[config.mk]
export PLATFORM = sky130hd
export DESIGN_NAME = nucl_ascii_serializer
export DESIGN_NICKNAME = d
export VERILOG_FILES = /design/src/rtl/nucl_ascii_serializer.sv
export SDC_FILE = /design/constraint.sdc
export NUM_CORES = 1
export LEC_CHECK = 0
export BUFFER_PORTS_ARGS = -buffer_cell sky130_fd_sc_hd__clkbuf_2
export CELL_PAD_IN_SITES_DETAIL_PLACEMENT = 0
export CELL_PAD_IN_SITES_GLOBAL_PLACEMENT = 1
export CORE_ASPECT_RATIO = 1.2
export CORE_MARGIN = 1
export CORE_UTILIZATION = 50
export DETAILED_ROUTE_END_ITERATION = 8
export PLACE_DENSITY_LB_ADDON = 0.1
export SYNTH_ARGS = -nofsm -noshare
export SYNTH_HDL_FRONTEND = slang
export SYNTH_SLANG_ARGS = --single-unit
[constraint.sdc]
create_clock -name clk -period 3.59 [get_ports clk]
set_input_delay 0.5385 -clock clk [delete_from_list [all_inputs] [get_ports clk]]
set_output_delay 0.5385 -clock clk [all_outputs]
set_load 0.005 [all_outputs]
[src/rtl/nucl_ascii_serializer.sv]
// nucl_ascii_serializer
//   Turns packed 2-bit nucleotide words (16 per 32-bit word, nucleotide 0 in
//   bits [31:30]) into an ASCII character stream. The stream is truncated to a
//   sequence length that is latched when start is accepted.
//   Build option: define NUCL_FASTA_WRAP_EN to insert 8'h0A after every
//   LINE_LEN nucleotides and after the final nucleotide.
// Ports
//   clk, reset     clock; asynchronous active-low reset
//   start, seq_len begin a sequence of seq_len nucleotides (ignored while busy)
//   in_valid/in_ready/in_data    packed word input
//   out_valid/out_ready/out_char ASCII output; out_last marks the final char
//   busy           sequence in progress
//   done           one-cycle pulse after the final char is accepted
//
// state  | meaning
// S_IDLE | waiting for start
// S_RUN  | emitting nucleotides from the FIFO head
// S_NL   | emitting a line break (wrap build only)
module nucl_ascii_serializer #(
  parameter int unsigned FIFO_DEPTH = 4,
  parameter int unsigned LEN_W      = 16,
  parameter int unsigned LINE_LEN   = 60
) (
  input  logic             clk,
  input  logic             reset,
  input  logic             start,
  input  logic [LEN_W-1:0] seq_len,
  input  logic             in_valid,
  input  logic [31:0]      in_data,
  output logic             in_ready,
  output logic             out_valid,
  output logic [7:0]       out_char,
  input  logic             out_ready,
  output logic             out_last,
  output logic             busy,
  output logic             done
);
  localparam int unsigned AW = $clog2(FIFO_DEPTH);

  typedef enum logic [1:0] {S_IDLE, S_RUN, S_NL} state_t;

  state_t           state, state_nx;
  logic [31:0]      mem [FIFO_DEPTH];
  logic [AW:0]      wr_ptr, rd_ptr;
  logic [LEN_W-1:0] len_q, words_needed, words_acc, nucl_cnt;
  logic [3:0]       nib_idx;
  logic             done_q;
  logic             fifo_empty, fifo_full;
  logic             push, pop, nucl_fire, seq_end, start_ok, start_zero;
  logic             nucl_last, seq_complete;
  logic [31:0]      head, head_sh;
  logic [7:0]       nucl_ascii;
`ifdef NUCL_FASTA_WRAP_EN
  localparam logic [LEN_W-1:0] LINE_LAST = LEN_W'(LINE_LEN - 1);
  logic [LEN_W-1:0] line_cnt;
`endif

  // Extra pointer bit distinguishes full from empty when the indices match.
  assign fifo_empty = (wr_ptr == rd_ptr);
  assign fifo_full  = (wr_ptr[AW] != rd_ptr[AW]) && (wr_ptr[AW-1:0] == rd_ptr[AW-1:0]);

  assign head    = mem[rd_ptr[AW-1:0]];
  assign head_sh = head << {nib_idx, 1'b0};

  always_comb begin
    case (head_sh[31:30])
      2'b00:   nucl_ascii = 8'h41;
      2'b01:   nucl_ascii = 8'h43;
      2'b10:   nucl_ascii = 8'h47;
      default: nucl_ascii = 8'h54;
    endcase
  end

  assign nucl_last    = (nucl_cnt == len_q - LEN_W'(1));
  assign seq_complete = (nucl_cnt == len_q);
  assign start_ok     = (state == S_IDLE) && start && (seq_len != '0);
  assign start_zero   = (state == S_IDLE) && start && (seq_len == '0);

  always_comb begin
    state_nx  = state;
    in_ready  = 1'b0;
    out_valid = 1'b0;
    out_char  = 8'h00;
    out_last  = 1'b0;
    nucl_fire = 1'b0;
    pop       = 1'b0;
    seq_end   = 1'b0;
    case (state)
      S_IDLE: begin
        if (start_ok) state_nx = S_RUN;
      end
      S_RUN: begin
        in_ready  = !fifo_full && (words_acc < words_needed);
        out_valid = !fifo_empty;
        if (!fifo_empty) begin
          out_char = nucl_ascii;
`ifndef NUCL_FASTA_WRAP_EN
          out_last = nucl_last;
`endif
        end
        if (out_valid && out_ready) begin
          nucl_fire = 1'b1;
          // Pop also on the final nucleotide so a partial word's tail is dropped.
          pop = nucl_last || (nib_idx == 4'hF);
`ifdef NUCL_FASTA_WRAP_EN
          if (nucl_last || (line_cnt == LINE_LAST)) state_nx = S_NL;
`else
          if (nucl_last) begin
            state_nx = S_IDLE;
            seq_end  = 1'b1;
          end
`endif
        end
      end
      S_NL: begin
        out_valid = 1'b1;
        out_char  = 8'h0A;
        out_last  = seq_complete;
        if (out_ready) begin
          state_nx = seq_complete ? S_IDLE : S_RUN;
          seq_end  = seq_complete;
        end
      end
      default: state_nx = S_IDLE;
    endcase
  end

  assign push = in_valid && in_ready;
  assign busy = (state != S_IDLE);
  assign done = done_q;

  always_ff @(posedge clk or negedge reset) begin
    if (!reset) state <= S_IDLE;
    else        state <= state_nx;
  end

  always_ff @(posedge clk or negedge reset) begin
    if (!reset) begin
      wr_ptr       <= '0;
      rd_ptr       <= '0;
      len_q        <= '0;
      words_needed <= '0;
      words_acc    <= '0;
      nucl_cnt     <= '0;
      nib_idx      <= '0;
      done_q       <= 1'b0;
`ifdef NUCL_FASTA_WRAP_EN
      line_cnt     <= '0;
`endif
    end else begin
      done_q <= seq_end || start_zero;
      if (push) wr_ptr <= wr_ptr + 1'b1;
      if (pop)  rd_ptr <= rd_ptr + 1'b1;
      if (start_ok) begin
        len_q        <= seq_len;
        words_needed <= LEN_W'(seq_len[LEN_W-1:4]) + LEN_W'(|seq_len[3:0]);
        words_acc    <= '0;
        nucl_cnt     <= '0;
        nib_idx      <= '0;
`ifdef NUCL_FASTA_WRAP_EN
        line_cnt     <= '0;
`endif
      end else begin
        if (push) words_acc <= words_acc + LEN_W'(1);
        if (nucl_fire) begin
          nucl_cnt <= nucl_cnt + LEN_W'(1);
          nib_idx  <= pop ? 4'h0 : nib_idx + 4'h1;
`ifdef NUCL_FASTA_WRAP_EN
          line_cnt <= line_cnt + LEN_W'(1);
`endif
        end
`ifdef NUCL_FASTA_WRAP_EN
        if ((state == S_NL) && out_ready) line_cnt <= '0;
`endif
      end
    end
  end

  // Storage carries no reset; the pointers alone define FIFO contents.
  always_ff @(posedge clk) begin
    if (push) mem[wr_ptr[AW-1:0]] <= in_data;
  end

endmodule

# Word level (Yosys, flattened, before mapping)
# Memories as Yosys holds them, arrays and structs flattened.
# Cells that the tools add are included.
[totals] ff_bits=77 ramBits=128 out_inout_bits=13 latch_bits=0 romBits=0 input_bits=53 elab_cells=83 memories=1
[classes] multipliers=0 mux=30 n_reduce_logical=20 magnitude_cmp=1 div=0 n_shift=1 bitwise=0 eq_ne=14 n_addsub=7
[memory_table] memory="mem" depth=4 word_bits=32 read_ports=1 rd_ports_with_merged_regs=0 wr=1 line="43" source="logic [31:0] mem [FIFO_DEPTH];"
[op_table] op="16-bit two-way mux" n=4
[op_table] op="16-bit by 1-bit adder with 16-bit output, second input constant" n=2
[op_table] op="16-bit equality test" n=2
[op_table] op="32-bit by 5-bit << shifter with 32-bit output" n=1
[op_table] op="16-bit logical NOT" n=1
[op_table] op="16-bit < comparator" n=1
[op_table] op="8-bit case mux with 2 select lines" n=1
[op_table] op="16-bit nonzero test" n=1
[op_table] op="16-bit by 1-bit subtractor with 16-bit output, second input constant" n=1
[op_table] op="5-bit case mux with 3 select lines" n=1
[op_table] op="12-bit by 1-bit adder with 13-bit output" n=1
[op_table] op="1-bit two-way mux" n=12
[op_table] op="4-bit two-way mux" n=3
[op_table] op="2-bit two-way mux" n=4
[op_table] op="8-bit two-way mux" n=1
[op_table] op="2-bit != test, second input constant" n=4
[op_table] op="1-bit logical AND" n=7
[op_table] op="3-bit by 1-bit adder with 3-bit output, second input constant" n=2
[op_table] op="1-bit case mux with 2 select lines" n=3
[op_table] op="2-bit case mux with 3 select lines" n=1
[op_table] op="2-bit nonzero test" n=3
[op_table] op="4-bit by 1-bit adder with 4-bit output, second input constant" n=1
[op_table] op="2-bit by 1-bit equality test with 1-bit output, second input constant" n=2
[op_table] op="2-bit equality test, second input constant" n=2
[op_table] op="other kinds (9)" n=12

# Logic depth before layout (Yosys ltp)
[depth] word_depth=8 ltp_mapped=11

# Least setup slack after synthesis
# No wires, ideal clock.
[synth_path] path_type="flip-flop to output port" start="register rd_ptr[0]" end="output out_char[1]" n_path_buf=3 slack_ns=0.284 required_time_ns=3.052 arrival_time_ns=2.768 stages_incl_launch_ff=10 cell_sequence="dfrtp_1 > buf_2 > buf_2 > buf_2 > mux4_2 > mux4_2 > a22oi_1 > nand2_1 > ha_1 > nor2_1"
[synth_via] elab_chain_len=6 elab_cells_between_ends=9
[synth_lines] element="from (decl)" line="44" source="logic [AW:0] wr_ptr, rd_ptr;"
[synth_lines] element="from (signal assigned)" line="153" source="if (pop) rd_ptr <= rd_ptr + 1'b1;"
[synth_lines] element="memory 4 x 32 bit"
[synth_lines] element="32-bit by 5-bit << shifter with 32-bit output" line="63" source="assign head_sh = head << {nib_idx, 1'b0};"
[synth_lines] element="2-bit equality test (tied with other cells)" line="66" source="case (head_sh[31:30])"
[synth_lines] element="5-bit case mux with 3 select lines" line="66"
[synth_lines] element="8-bit two-way mux (*)" line="95" source="if (!fifo_empty) begin"
[synth_lines] element="8-bit case mux with 2 select lines (*)" line="88" source="case (state)"
[synth_lines] element="to (decl)" line="32" source="output logic [7:0] out_char,"
# Every way passes the cells marked *; elsewhere a longest branch is shown, timed or not.

# Worst setup path after layout
# Ends and elaborated chain as after synthesis.

==> flow_summary.json <==
{
  "drt_first_pass_iters": 6,
  "swShare_pct": 31.4,
  "cts_tree": "built",
  "cts_root_buffer": "clkbuf_16",
  "status": "finished, violations left",
  "pin_count": 66,
  "vias": 5597,
  "drtAntennaViolNets": 0,
  "cts_hold_buf": 0,
  "max_stage_delay_ns": 0.52,
  "drt_iter0_drc": 262,
  "grt_max_degree": 74,
  "hold_viol": 0,
  "fin_area_um2": 10900,
  "clock-sinks": 201,
  "finalSetupViolCount": 1,
  "vias_per_cell": 5.63,
  "hold_path_class": "in2async",
  "grt.overflow.total": 0,
  "vdd_drop_max_v": 0.000469,
  "rsz0062_at_grt": "yes",
  "arrival_ns": 3.06,
  "p_seq_share_pct": 39.4,
  "synth_area_per_cell_um2": 13.8,
  "cts_buffer_depth": 3,
  "cp-startpoint": "rd_ptr[0]$_DFFE_PN0P_",
  "wl_um": 18800,
  "crit_type": "reg2out",
  "startpoint_type": "register",
  "period_minus_slack_ns": 3.59,
  "port-buffer-count": 62,
  "skew_ns": 0.0126,
  "final_cell_mix": "edfxtp_1 (128), dfrtp_1 (72), clkbuf_2 (59)",
  "htreeDepth": 1,
  "dieArea_um2": 19100,
  "final_cell_count_no_fill": 995,
  "path_delay_family": "multiplexers",
  "p_int_mw": 5.79,
  "dp.cells": 946,
  "synth_edf_count": 128,
  "cap_violations": 0,
  "netlist.area_leader.share_pct": 41.4,
  "pwr-share-clk_pct": 25.5,
  "yosysWarnings": 0,
  "placed_cell_area_um2": 9930,
  "p_leak_nw": 4.24,
  "gp_congestion": 0.822,
  "synth.area.top_cells": "edfxtp_1 (41%), dfrtp_1 (20%), mux4_2 (8.7%)",
  "drive_above_1_share_pct": 25.9,
  "setup_tns_ns": -0.00496,
  "die_w_um": 126,
  "power.switching_mw": 2.66,
  "grt_pass1_wl_um": 30300,
  "diodes": 0,
  "grt_use_total_pct": 20.6,
  "finalNetCount": 836,
  "max_freq_mhz": 278,
  "tightest_slew_ns": 0.949,
  "cts_buffers": 22,
  "crit_required_ns": 3.05,
  "synthesis.area_um2": 9290,
  "synthFlopType": "edfxtp_1",
  "crit_path_top_delay_cell": "mux4_2",
  "clkSlewWorstSetupHoldPaths_ns": 0.06,
  "violations": "negative setup slack",
  "post-route-period-util_pct": 100,
  "final_common_cell": "edfxtp_1",
  "yosys.area.top_type": "edfxtp_1",
  "p_total_mw": 8.45,
  "die_h_um": 151,
  "clock_latency_ns": 0.50,
  "worstRegToRegCells": 9,
  "synth_cell_types": 58,
  "grt_pass1_vias": 5845,
  "dpl.hpwl_um": 12100,
  "cp_max_fo": 4,
  "setup_ws_ns": -0.00496,
  "maxSlewHeadroom_pct": 36.8,
  "core_area_um2": 18200,
  "reg2reg_from": "words_acc[10]$_DFFE_PN0P_",
  "p_per_area_nw_per_um2": 776,
  "synth-async-reset-ratio_pct": 36.3,
  "crit_cells": 9,
  "wl_per_cell_um": 18.9,
  "ys_ff_latch": 201,
  "n_fill_cell": 1430,
  "critPathMostFrequentCell": "mux4_2",
  "drv_slew": 0,
  "initial_core_util_pct": 51.1,
  "cp_num_buf_inv": 3,
  "path_cells": "buf_6 -> clkbuf_16 -> mux4_2 -> mux4_2 -> a22oi_2 -> nand2_2 -> ha_4 -> nor2_4 -> clkbuf_2",
  "drc": 0,
  "area_delta_synth_final_pct": 17.2,
  "endpoint_kind": "output pin",
  "row_count": 54,
  "combPwrFrac_pct": 35.1,
  "synth_seq_area_share_pct": 61.0,
  "syn_inst": 672,
  "fin_hold_ws_ns": 0.191,
  "antenna_found_initial": 0
}
synth_stat cells (8+ instances only):
cell type    n
a21oi_1     23
mux2_2      18
nand3_1     23
nand2_1     34
xor2_1      27
o21ai_0     27
edfxtp_1   128
nand4_1      8
inv_1       32
mux4_2      36
and3_1      14
nor4_1       8
or3_1       10
xnor2_1     30
nor2_1      51
dfrtp_1     73
ha_1        25
clkbuf_1    20
routing by layer:
| metal | vias up | share of wire [%] | GRT usage [%] |
|---|---|---|---|
| met2 | 97 | 52 | 36.5 |
| met1 | 2804 | 42 | 25.5 |
| met4 | 0 | 1.9 | 7.35 |
| met3 | 30 | 3.5 | 3.43 |
| met5 | - | 0 | 0 |
| li1 | 2666 | - | - |
path summary, 6_finish.rpt:
path / end / slack, ns
worst max-delay path: out_char[1] / -0.005
worst min-delay path: nucl_cnt[14]$_DFFE_PN0P_ / 0.19
worst max register to register: mem[2][30]$_DFFE_PP_ / 0.61
worst min register to register: wr_ptr[2]$_DFFE_PN0P_ / 0.48
max in group asynchronous: rd_ptr[0]$_DFFE_PN0P_ / 2.75
min in group clk: mem[3][9]$_DFFE_PP_ / 0.26
sequential cells by signal, summed over array words and instances (netlist names):
signal and count:
rd_ptr 3, words_needed 13, state 1, mem 128, done 1, len_q 16, words_acc 16, nib_idx 4
wr_ptr 3, nucl_cnt 16
power groups by stage:
stage          Sequential (mW)  Combinational [mW]  Clock [mW]
2_1_floorplan             3.21                1.83           0
6_report                  3.33                2.97        2.15
5_1_grt                   3.39                3.25        2.29
3_5_place_dp              3.36                2.54           0
3_3_place_gp              3.35                2.48           0
4_1_cts                   3.33                2.71        2.21
cells by family after synthesis:
group           Yosys count  synth area share (%)
compound gates           82                  5.41
mux                      61                  11.7
other cells               1                0.0403
buf+inv                  61                  2.68
flops                   201                  61.0
fa+ha+maj                25                  3.37
xor+xnor                 57                  5.37
simple gates            184                  10.4
timing repair:
action                                  CTS  global route
endpoints found under the setup margin    5             5
cloned                                    2             1
pin swaps                                 2             7
resized for setup                         6            25
buffers inserted                          5             4
cell type report:
type / instances / area (um2) / share of cell area, %
tap: 224 / 280 / 2.57
sequential: 201 / 5670 / 52.1
clock inverter: 10 / 100 / 0.919
multi-input combinational: 412 / 3490 / 32.0
clock buffer: 27 / 591 / 5.42
inverter: 32 / 120 / 1.10
timing repair buffer: 89 / 637 / 5.85
per-stage QoR:
step	util [%]	setup slack, ns
final	59.9	-0.00496
after global routing	59.9	-0.0948
after CTS	59.1	0.000881
after floorplan	-	0.284
after global placement	54.6	0.459
after detailed placement	54.6	0.353
Power figures use the tool's default switching activity.
